### config.mk
export PLATFORM = sky130hd
export DESIGN_NAME = de2i_150_qsys_fir_sequencer_flat
export DESIGN_NICKNAME = d
export VERILOG_FILES = /design/src/rtl/de2i_150_qsys_fir_sequencer_if.sv /design/src/rtl/de2i_150_qsys_fir_sequencer.sv /design/src/flat_wrapper.sv
export SDC_FILE = /design/constraint.sdc
export NUM_CORES = 1
export LEC_CHECK = 0
export CAP_MARGIN = 20
export CORE_MARGIN = 3
export CORE_UTILIZATION = 55
export DETAILED_ROUTE_END_ITERATION = 16
export PLACE_DENSITY = 0.81
export SYNTH_ARGS = -nofsm -noshare
export SYNTH_HDL_FRONTEND = slang
export SYNTH_SLANG_ARGS = --single-unit
### constraint.sdc
create_clock -name clk -period 6.68 [get_ports clk]
set_clock_uncertainty 0.2 [all_clocks]
set_input_delay 1.336 -clock clk [delete_from_list [all_inputs] [get_ports clk]]
set_output_delay 1.336 -clock clk [all_outputs]
set_load 0.02 [all_outputs]
### src/rtl/de2i_150_qsys_fir_sequencer_if.sv
// Bus bundle for the FIR sequencer: Avalon-MM CSR slave side plus memory port-2 master side.
// "slave" is the sequencer's view, "master" is the view of whatever drives the CSRs and models the memory.
interface de2i_150_qsys_fir_sequencer_if;
    logic [2:0]  avs_address;
    logic        avs_read;
    logic        avs_write;
    logic [31:0] avs_writedata;
    logic [31:0] avs_readdata;
    logic        irq;
    logic [9:0]  mem_address;
    logic        mem_chipselect;
    logic        mem_write;
    logic [3:0]  mem_byteenable;
    logic [31:0] mem_writedata;
    logic [31:0] mem_readdata;

    modport slave (
        input  avs_address, avs_read, avs_write, avs_writedata, mem_readdata,
        output avs_readdata, irq, mem_address, mem_chipselect, mem_write,
        output mem_byteenable, mem_writedata
    );

    modport master (
        output avs_address, avs_read, avs_write, avs_writedata, mem_readdata,
        input  avs_readdata, irq, mem_address, mem_chipselect, mem_write,
        input  mem_byteenable, mem_writedata
    );
endinterface

### src/rtl/de2i_150_qsys_fir_sequencer.sv
// FIR dot-product sequencer: reads Q15 coefficients and a circular sample buffer over
// memory port 2, multiply-accumulates one tap every three cycles, then writes the scaled result back.
module de2i_150_qsys_fir_sequencer #(
    parameter int BUF_AW = 8,
    parameter int SHIFT  = 15
) (
    input  logic clk,
    input  logic reset,
    de2i_150_qsys_fir_sequencer_if.slave bus
);
    localparam int BUF_LEN = 1 << BUF_AW;

    typedef enum logic [2:0] {IDLE, RD_COEF, RD_SAMP, MAC, WRITE} state_t;

    state_t state, next_state;

    logic [9:0]         taps;
    logic [9:0]         coef_base;
    logic [9:0]         sample_base;
    logic [BUF_AW-1:0]  head;
    logic [9:0]         result_addr;
    logic [31:0]        result;
    logic               done;
    logic               err;
    logic signed [39:0] acc;
    logic [9:0]         k;
    logic signed [15:0] coef;

    logic               busy;
    logic               ctrl_wr;
    logic               cfg_wr;
    logic               start_req;
    logic               start_ok;
    logic               bad_taps;
    logic               last_tap;
    logic [BUF_AW-1:0]  samp_off;
    logic signed [15:0] samp;
    logic signed [31:0] prod;
    logic [31:0]        wb_word;
    logic [31:0]        readdata;
    logic [9:0]         mem_addr;
    logic               mem_cs;
    logic               mem_wr;
    logic [31:0]        mem_wdata;
    logic               unused_bits;

    assign busy      = (state != IDLE);
    assign ctrl_wr   = bus.avs_write && (bus.avs_address == 3'd0);
    assign cfg_wr    = bus.avs_write && !busy;
    assign start_req = ctrl_wr && bus.avs_writedata[0] && !busy;
    assign bad_taps  = (taps == 10'd0) || ({1'b0, taps} > 11'(BUF_LEN));
    assign start_ok  = start_req && !bad_taps;
    assign last_tap  = (k == taps - 10'd1);

    // Newest sample sits at HEAD; tap k walks backwards through the circular buffer.
    assign samp_off  = head - k[BUF_AW-1:0];
    assign samp      = $signed(bus.mem_readdata[15:0]);
    assign prod      = coef * samp;
    assign wb_word   = 32'(acc >>> SHIFT);

    assign unused_bits = ^{bus.avs_writedata[31:10], bus.mem_readdata[31:16]};

    always_ff @(posedge clk or posedge reset) begin
        if (reset) begin
            state <= IDLE;
        end else begin
            state <= next_state;
        end
    end

    always_comb begin
        next_state = state;
        mem_addr   = '0;
        mem_cs     = 1'b0;
        mem_wr     = 1'b0;
        mem_wdata  = '0;
        case (state)
            IDLE: begin
                if (start_ok) next_state = RD_COEF;
            end
            RD_COEF: begin
                mem_cs     = 1'b1;
                mem_addr   = coef_base + k;
                next_state = RD_SAMP;
            end
            RD_SAMP: begin
                mem_cs     = 1'b1;
                mem_addr   = sample_base + 10'(samp_off);
                next_state = MAC;
            end
            MAC: begin
                next_state = last_tap ? WRITE : RD_COEF;
            end
            WRITE: begin
                mem_cs     = 1'b1;
                mem_wr     = 1'b1;
                mem_addr   = result_addr;
                mem_wdata  = wb_word;
                next_state = IDLE;
            end
            default: next_state = IDLE;
        endcase
    end

    // CSR writes first; the FSM-driven updates below take priority on the same edge.
    always_ff @(posedge clk or posedge reset) begin
        if (reset) begin
            taps        <= '0;
            coef_base   <= '0;
            sample_base <= '0;
            head        <= '0;
            result_addr <= '0;
            result      <= '0;
            done        <= 1'b0;
            err         <= 1'b0;
            acc         <= '0;
            k           <= '0;
            coef        <= '0;
        end else begin
            if (cfg_wr) begin
                case (bus.avs_address)
                    3'd2: taps        <= bus.avs_writedata[9:0];
                    3'd3: coef_base   <= bus.avs_writedata[9:0];
                    3'd4: sample_base <= bus.avs_writedata[9:0];
                    3'd5: head        <= bus.avs_writedata[BUF_AW-1:0];
                    3'd6: result_addr <= bus.avs_writedata[9:0];
                    default: ;
                endcase
            end
            if (start_req) begin
                done <= 1'b0;
                err  <= bad_taps;
                if (!bad_taps) begin
                    acc <= '0;
                    k   <= '0;
                end
            end else if (ctrl_wr && bus.avs_writedata[1]) begin
                done <= 1'b0;
                err  <= 1'b0;
            end
            case (state)
                RD_SAMP: coef <= samp;
                MAC: begin
                    acc <= acc + 40'(prod);
                    if (!last_tap) k <= k + 10'd1;
                end
                WRITE: begin
                    result <= wb_word;
                    done   <= 1'b1;
                end
                default: ;
            endcase
        end
    end

    always_comb begin
        readdata = '0;
        if (bus.avs_read) begin
            case (bus.avs_address)
                3'd1: readdata = {29'd0, err, done, busy};
                3'd2: readdata = {22'd0, taps};
                3'd3: readdata = {22'd0, coef_base};
                3'd4: readdata = {22'd0, sample_base};
                3'd5: readdata[BUF_AW-1:0] = head;
                3'd6: readdata = {22'd0, result_addr};
                3'd7: readdata = result;
                default: readdata = '0;
            endcase
        end
    end

    assign bus.avs_readdata   = readdata;
    assign bus.irq            = done;
    assign bus.mem_address    = mem_addr;
    assign bus.mem_chipselect = mem_cs;
    assign bus.mem_write      = mem_wr;
    assign bus.mem_byteenable = 4'hF;
    assign bus.mem_writedata  = mem_wdata;
endmodule

### src/flat_wrapper.sv
// flat-port wrapper written by rule: the top's interface ports become plain ports
module de2i_150_qsys_fir_sequencer_flat 
#(
    parameter int BUF_AW = 8,
    parameter int SHIFT  = 15
)
  (clk, reset, bus_avs_address, bus_avs_read, bus_avs_write, bus_avs_writedata, bus_mem_readdata, bus_avs_readdata, bus_irq, bus_mem_address, bus_mem_chipselect, bus_mem_write, bus_mem_byteenable, bus_mem_writedata);
  de2i_150_qsys_fir_sequencer_if bus_i ();
  input  logic clk;
  input  logic reset;
  input wire logic [$bits(bus_i.avs_address)-1:0] bus_avs_address;
  input wire logic [$bits(bus_i.avs_read)-1:0] bus_avs_read;
  input wire logic [$bits(bus_i.avs_write)-1:0] bus_avs_write;
  input wire logic [$bits(bus_i.avs_writedata)-1:0] bus_avs_writedata;
  input wire logic [$bits(bus_i.mem_readdata)-1:0] bus_mem_readdata;
  output wire logic [$bits(bus_i.avs_readdata)-1:0] bus_avs_readdata;
  output wire logic [$bits(bus_i.irq)-1:0] bus_irq;
  output wire logic [$bits(bus_i.mem_address)-1:0] bus_mem_address;
  output wire logic [$bits(bus_i.mem_chipselect)-1:0] bus_mem_chipselect;
  output wire logic [$bits(bus_i.mem_write)-1:0] bus_mem_write;
  output wire logic [$bits(bus_i.mem_byteenable)-1:0] bus_mem_byteenable;
  output wire logic [$bits(bus_i.mem_writedata)-1:0] bus_mem_writedata;
  assign bus_i.avs_address = bus_avs_address;
  assign bus_i.avs_read = bus_avs_read;
  assign bus_i.avs_write = bus_avs_write;
  assign bus_i.avs_writedata = bus_avs_writedata;
  assign bus_i.mem_readdata = bus_mem_readdata;
  assign bus_avs_readdata = bus_i.avs_readdata;
  assign bus_irq = bus_i.irq;
  assign bus_mem_address = bus_i.mem_address;
  assign bus_mem_chipselect = bus_i.mem_chipselect;
  assign bus_mem_write = bus_i.mem_write;
  assign bus_mem_byteenable = bus_i.mem_byteenable;
  assign bus_mem_writedata = bus_i.mem_writedata;
  de2i_150_qsys_fir_sequencer #(.BUF_AW(BUF_AW), .SHIFT(SHIFT)) u_core (.clk(clk), .reset(reset), .bus(bus_i));
endmodule
# == After elaboration in Yosys (flattened, before gate mapping) ==
# Cells that the tools add are included.
# Widths: inputs -> output; s select.
# totals
romBits,0
register_bits,144
in_bits,71
n_memories,0
output_inout_bits,81
latch_bits,0
ram_bits,0
# op_classes
n_mul,1
mux,21
order_cmp,1
n_addsub,6
eq_ne,14
shifts,0
reduce_logical,23
n_bitwise,0
div,0
# ops
op,n
$mux 40,3
$pmux 24 s5,1
$mux 32,2
$pmux 8 s7,1
$add 40x32->40,1
$mux 10,4
$mul 16x16->32,1
$pmux 10 s3,1
$eq 3x3->1 const B,5
$eq 3x2->1 const B,4
$pmux 3 s4,1
$reduce_and 2->1,6
$add 10x1->10 const B,1
$add 10x10->10,1
$add 10x8->10,1
$eq 10x10->1,1
$gt 10x9->1 const B,1
$logic_not 10->1,1
$sub 10x1->10 const B,1
$sub 8x8->8,1
$eq 3x1->1 const B,2
$logic_and 1x1->1,6
$logic_not 3->1,2
$mux 1,6
other kinds (8),12

# == Depth between registers and ports, before layout ==
# logic_depth
ltp_word,7
mapped_depth,25
mapped_depth_nobuf,24

# == Worst setup path before layout ==
# Ideal clock, no wire load.
# synth_timing
path_type,input-to-reg
start,input bus_mem_readdata[1]
end,register u_core.acc[38]
n_path_buf,1
stages,23
path_slack_ps,-643
required_ps,6348
setup_ps,132
arrival_time_ps,6991
path_cell_list,clkbuf_1 nand2_1 inv_1 fa_1 fa_1 inv_1 fa_1 inv_1 fa_1 fa_1 inv_1 fa_1 inv_1 ha_1 and2_1 nand3_1 or2_2 nor3b_1 a2111o_1 nand4_1 o31ai_1 xnor2_1 o21ai_1
# synth_between
elab_chain_cells,3
# synth_lines
element,line_no,text
from (decl),flat_wrapper.sv:15,input wire logic [$bits(bus_i.mem_readdata)-1:0] bus_mem_readdata;
$mul 16x16->32,de2i_150_qsys_fir_sequencer.sv:58,assign prod = coef * samp;
$add 40x32->40,de2i_150_qsys_fir_sequencer.sv:144,acc <= acc + 40'(prod);
$mux 40,de2i_150_qsys_fir_sequencer.sv:141,case (state)
to (signal assigned),de2i_150_qsys_fir_sequencer.sv:144,
to (decl),de2i_150_qsys_fir_sequencer.sv:25,logic signed [39:0] acc;
# Every way passes these cells.
# A chain may end at the register's enable or synchronous reset.

# == Worst setup path after layout ==
# layout_timing
start,input bus_mem_readdata[3]
end,register u_core.acc[36]
# The elaborated chain is that of the path after synthesis.

==> metrics.txt <==
GRT Overall Usage=0.3041; most frequent cell after synthesis=inv_1; Starting DRT DRC Count=between 1000 and 1500; Avg Cell Area, Syn=9.612 sq um; GRT busiest layer=met2; clk slew on worst S/H paths=70 ps; fin nets=approximately 2900; Sink Count=144; Final period util=1.040; largest cells by area after synthesis=fa_1 (33%), dfrtp_1 (18%), ha_1 (8.8%), inv_1 (8.1%), mux2_2 (5.5%); Fillers=between 2000 and 2500; sequential fraction of the synthesis area=0.1778; Placer Congestion=approximately 0.96; Worst Path Max Fanout=4; Cell variety after synth=71; total number of vias=approximately 16000; largest net degree at the start of global routing=98; DP Cell Count=2759; crit path launch type=input port; Ports=roughly 150; Place WS=-1123 ps; r2r startpoint=u_core.coef[9]; top cell type's share of synthesized area=0.3288; die width=198.0 um; CTS tree=yes; failing checks=setup timing; Fmax=0.1440 GHz; cts hold-fix bufs=0; DRT Pass-1 Iters=7; initial core utilization=0.5645; Post-synth EDFFs=0; Register-to-Register Path Depth=23; status=finished, violations left; IO Port Bufs=109; Fin Setup TNS=-2700 ps; Final HPWL DP=41540 um; first-pass GRT wire length=93240 um; synthesis-stage register bit count=~140; initial antenna violation count=0; Final Util=0.6979; r2r setup slk=-160 ps; fin crit period=between 6000 and 7000 ps; Clk Latency, worst-skew pair=450 ps; Async SR Flop Fraction=1.000; H-tree depth=4; synth warn=0; Post-Syn Area=20270 sq um; M1 GR Usage=0.3683; root buf cell=clkbuf_16; GR Util met3=0.05224; top cells by count, synth=inv_1 (438), fa_1 (333), nand2_1 (216), and2_1 (160), dfrtp_1 (144); CTS Buf Count=17; Rows=between 60 and 70; CP Capture Type=register; vias in the first global route=18450; WS Path Type=in2reg; Yosys top cell by area=fa_1; Max clock buf depth=2; synth-to-layout area growth=23.64%; Routed WL per cell=approximately 20 um; core area=roughly 36000 sq um; cell count after synthesis=approximately 2100; RR Endpoint=u_core.acc[36]; Max Cap Violations=0; # diodes=0; crit path to=u_core.acc[36]; Register Area=~3600 sq um; WL final=57630 um; Slew Limit Fails=0; Non-Filler Instances=2859; RSZ-0062 raised after global routing=yes; type of the worst min-delay path=reg2reg; grt met2 use=0.5258; Slew HR=0.2809; Worst Setup SP=bus_mem_readdata[3]; DIE HEIGHT=slightly below 200 um; count of final setup violators=17; worst path arrival time=about 7100 ps; ANT nets after route=0; Tightest Pin Transition=1076 ps; DRC Markers=0; required time of the critical path=between 6000 and 7000 ps; DR vias/cell=5.765; top_reg_cell synth=dfrtp_1; Die Area=39200 sq um; multi-input gate area in the final layout=approximately 15000 sq um; Fin. Hold Viols=0; share of cells above drive strength 1=0.2348; grt ovf=0; final setup margin=-266.2 ps
## placed cells by master (no fill, tap or decap), types with 8 or more instances in the layout
cell,n
buf_12,16
and2_1,136
xor2_1,32
inv_2,32
xnor2_1,46
nor2b_1,8
mux2_2,99
nand2_2,17
inv_1,404
o21ai_1,10
nand3_1,29
a21oi_1,46
a21oi_2,11
nor3_1,9
buf_6,17
fa_1,313
clkdlybuf4s50_1,93
buf_4,200
a21o_1,26
o21bai_1,14
nand2_1,197
a22oi_1,9
nor2_1,50
clkbuf_16,17
and2_4,24
o21ai_0,56
dfrtp_1,144
fa_2,20
ha_4,19
ha_1,121
## layer usage
metal | vias up | share of wire
li1 | 7117 | -
met1 | 8311 | 0.36
met2 | 804 | 0.51
met3 | 251 | 0.073
met4 | 0 | 0.052
met5 | - | 0
## area by class of cell
class	instances	share of cell area
clock buffers	19	0.01767
clock inverters	13	0.005841
inverters	438	0.06589
multi-input cells	1437	0.6105
flip-flops and latches	144	0.1438
well taps	461	0.02301
repair buffers	347	0.1333
## worst min path at each step
stage               slack [ps]           endpoint  depth (start not counted)              start
floorplan                  260     u_core.acc[14]                          2     u_core.acc[14]
global placement           280  u_core.result[19]                          1  u_core.result[19]
detailed placement         290  u_core.result[10]                          1  u_core.result[10]
CTS                        300  u_core.result[10]                          1  u_core.result[10]
global route               320  u_core.result[23]                          1  u_core.result[23]
finish                     300  u_core.result[15]                          1  u_core.result[15]
## worst max-delay path, cell delays in order
cell	delay (ps)
buf_2	120
buf_6	140
buf_6	100
nand2_2	50
fa_1	540
inv_2	40
fa_1	480
inv_1	60
fa_1	530
inv_2	60
fa_1	500
fa_1	510
inv_1	50
fa_1	510
inv_2	60
ha_4	230
a21o_1	180
a21o_1	150
a21o_1	170
nor3b_2	150
a2111o_1	450
nand4_1	230
buf_4	150
a21oi_2	60
a21oi_2	130
o21ai_1	70
## state kept, by name, summed over array words and instances (netlist names)
signal	flops
u_core.bus.irq	1
u_core.head	8
u_core.result	25
u_core.taps	10
u_core.err	1
u_core.sample_base	10
u_core.state	3
u_core.acc	40
u_core.coef_base	10
u_core.result_addr	10
u_core.coef	16
u_core.k	10
## stage by stage
step	hold slack, ps	area, sq um
after detailed placement	287.3	23220
after global placement	282.6	23220
after CTS	302.8	24810
final	300.8	25060
after floorplan	256.3	20630
after global routing	320.9	25060
## cells by family after synthesis
kind of cell               after synthesis  synth area share
xor gates and xnor gates                78           0.03370
muxes                                  109           0.06363
and+or+nand+nor                        524            0.1287
DFF                                    144            0.1778
adders and majority gates              475            0.4165
AOI/OAI and AO/OA                      247           0.07746
buffers and inverters                  531            0.1021
other                                    1         0.0001850
## timing repair
action,in CTS,in global routing
pin swaps,90,75
cloned,12,0
buffers inserted,46,11
resized for setup,174,72
setup endpoints to repair,24,22
Power is not shown: default switching activity piles up to over one toggle a cycle in this logic, so the estimate is an artifact.
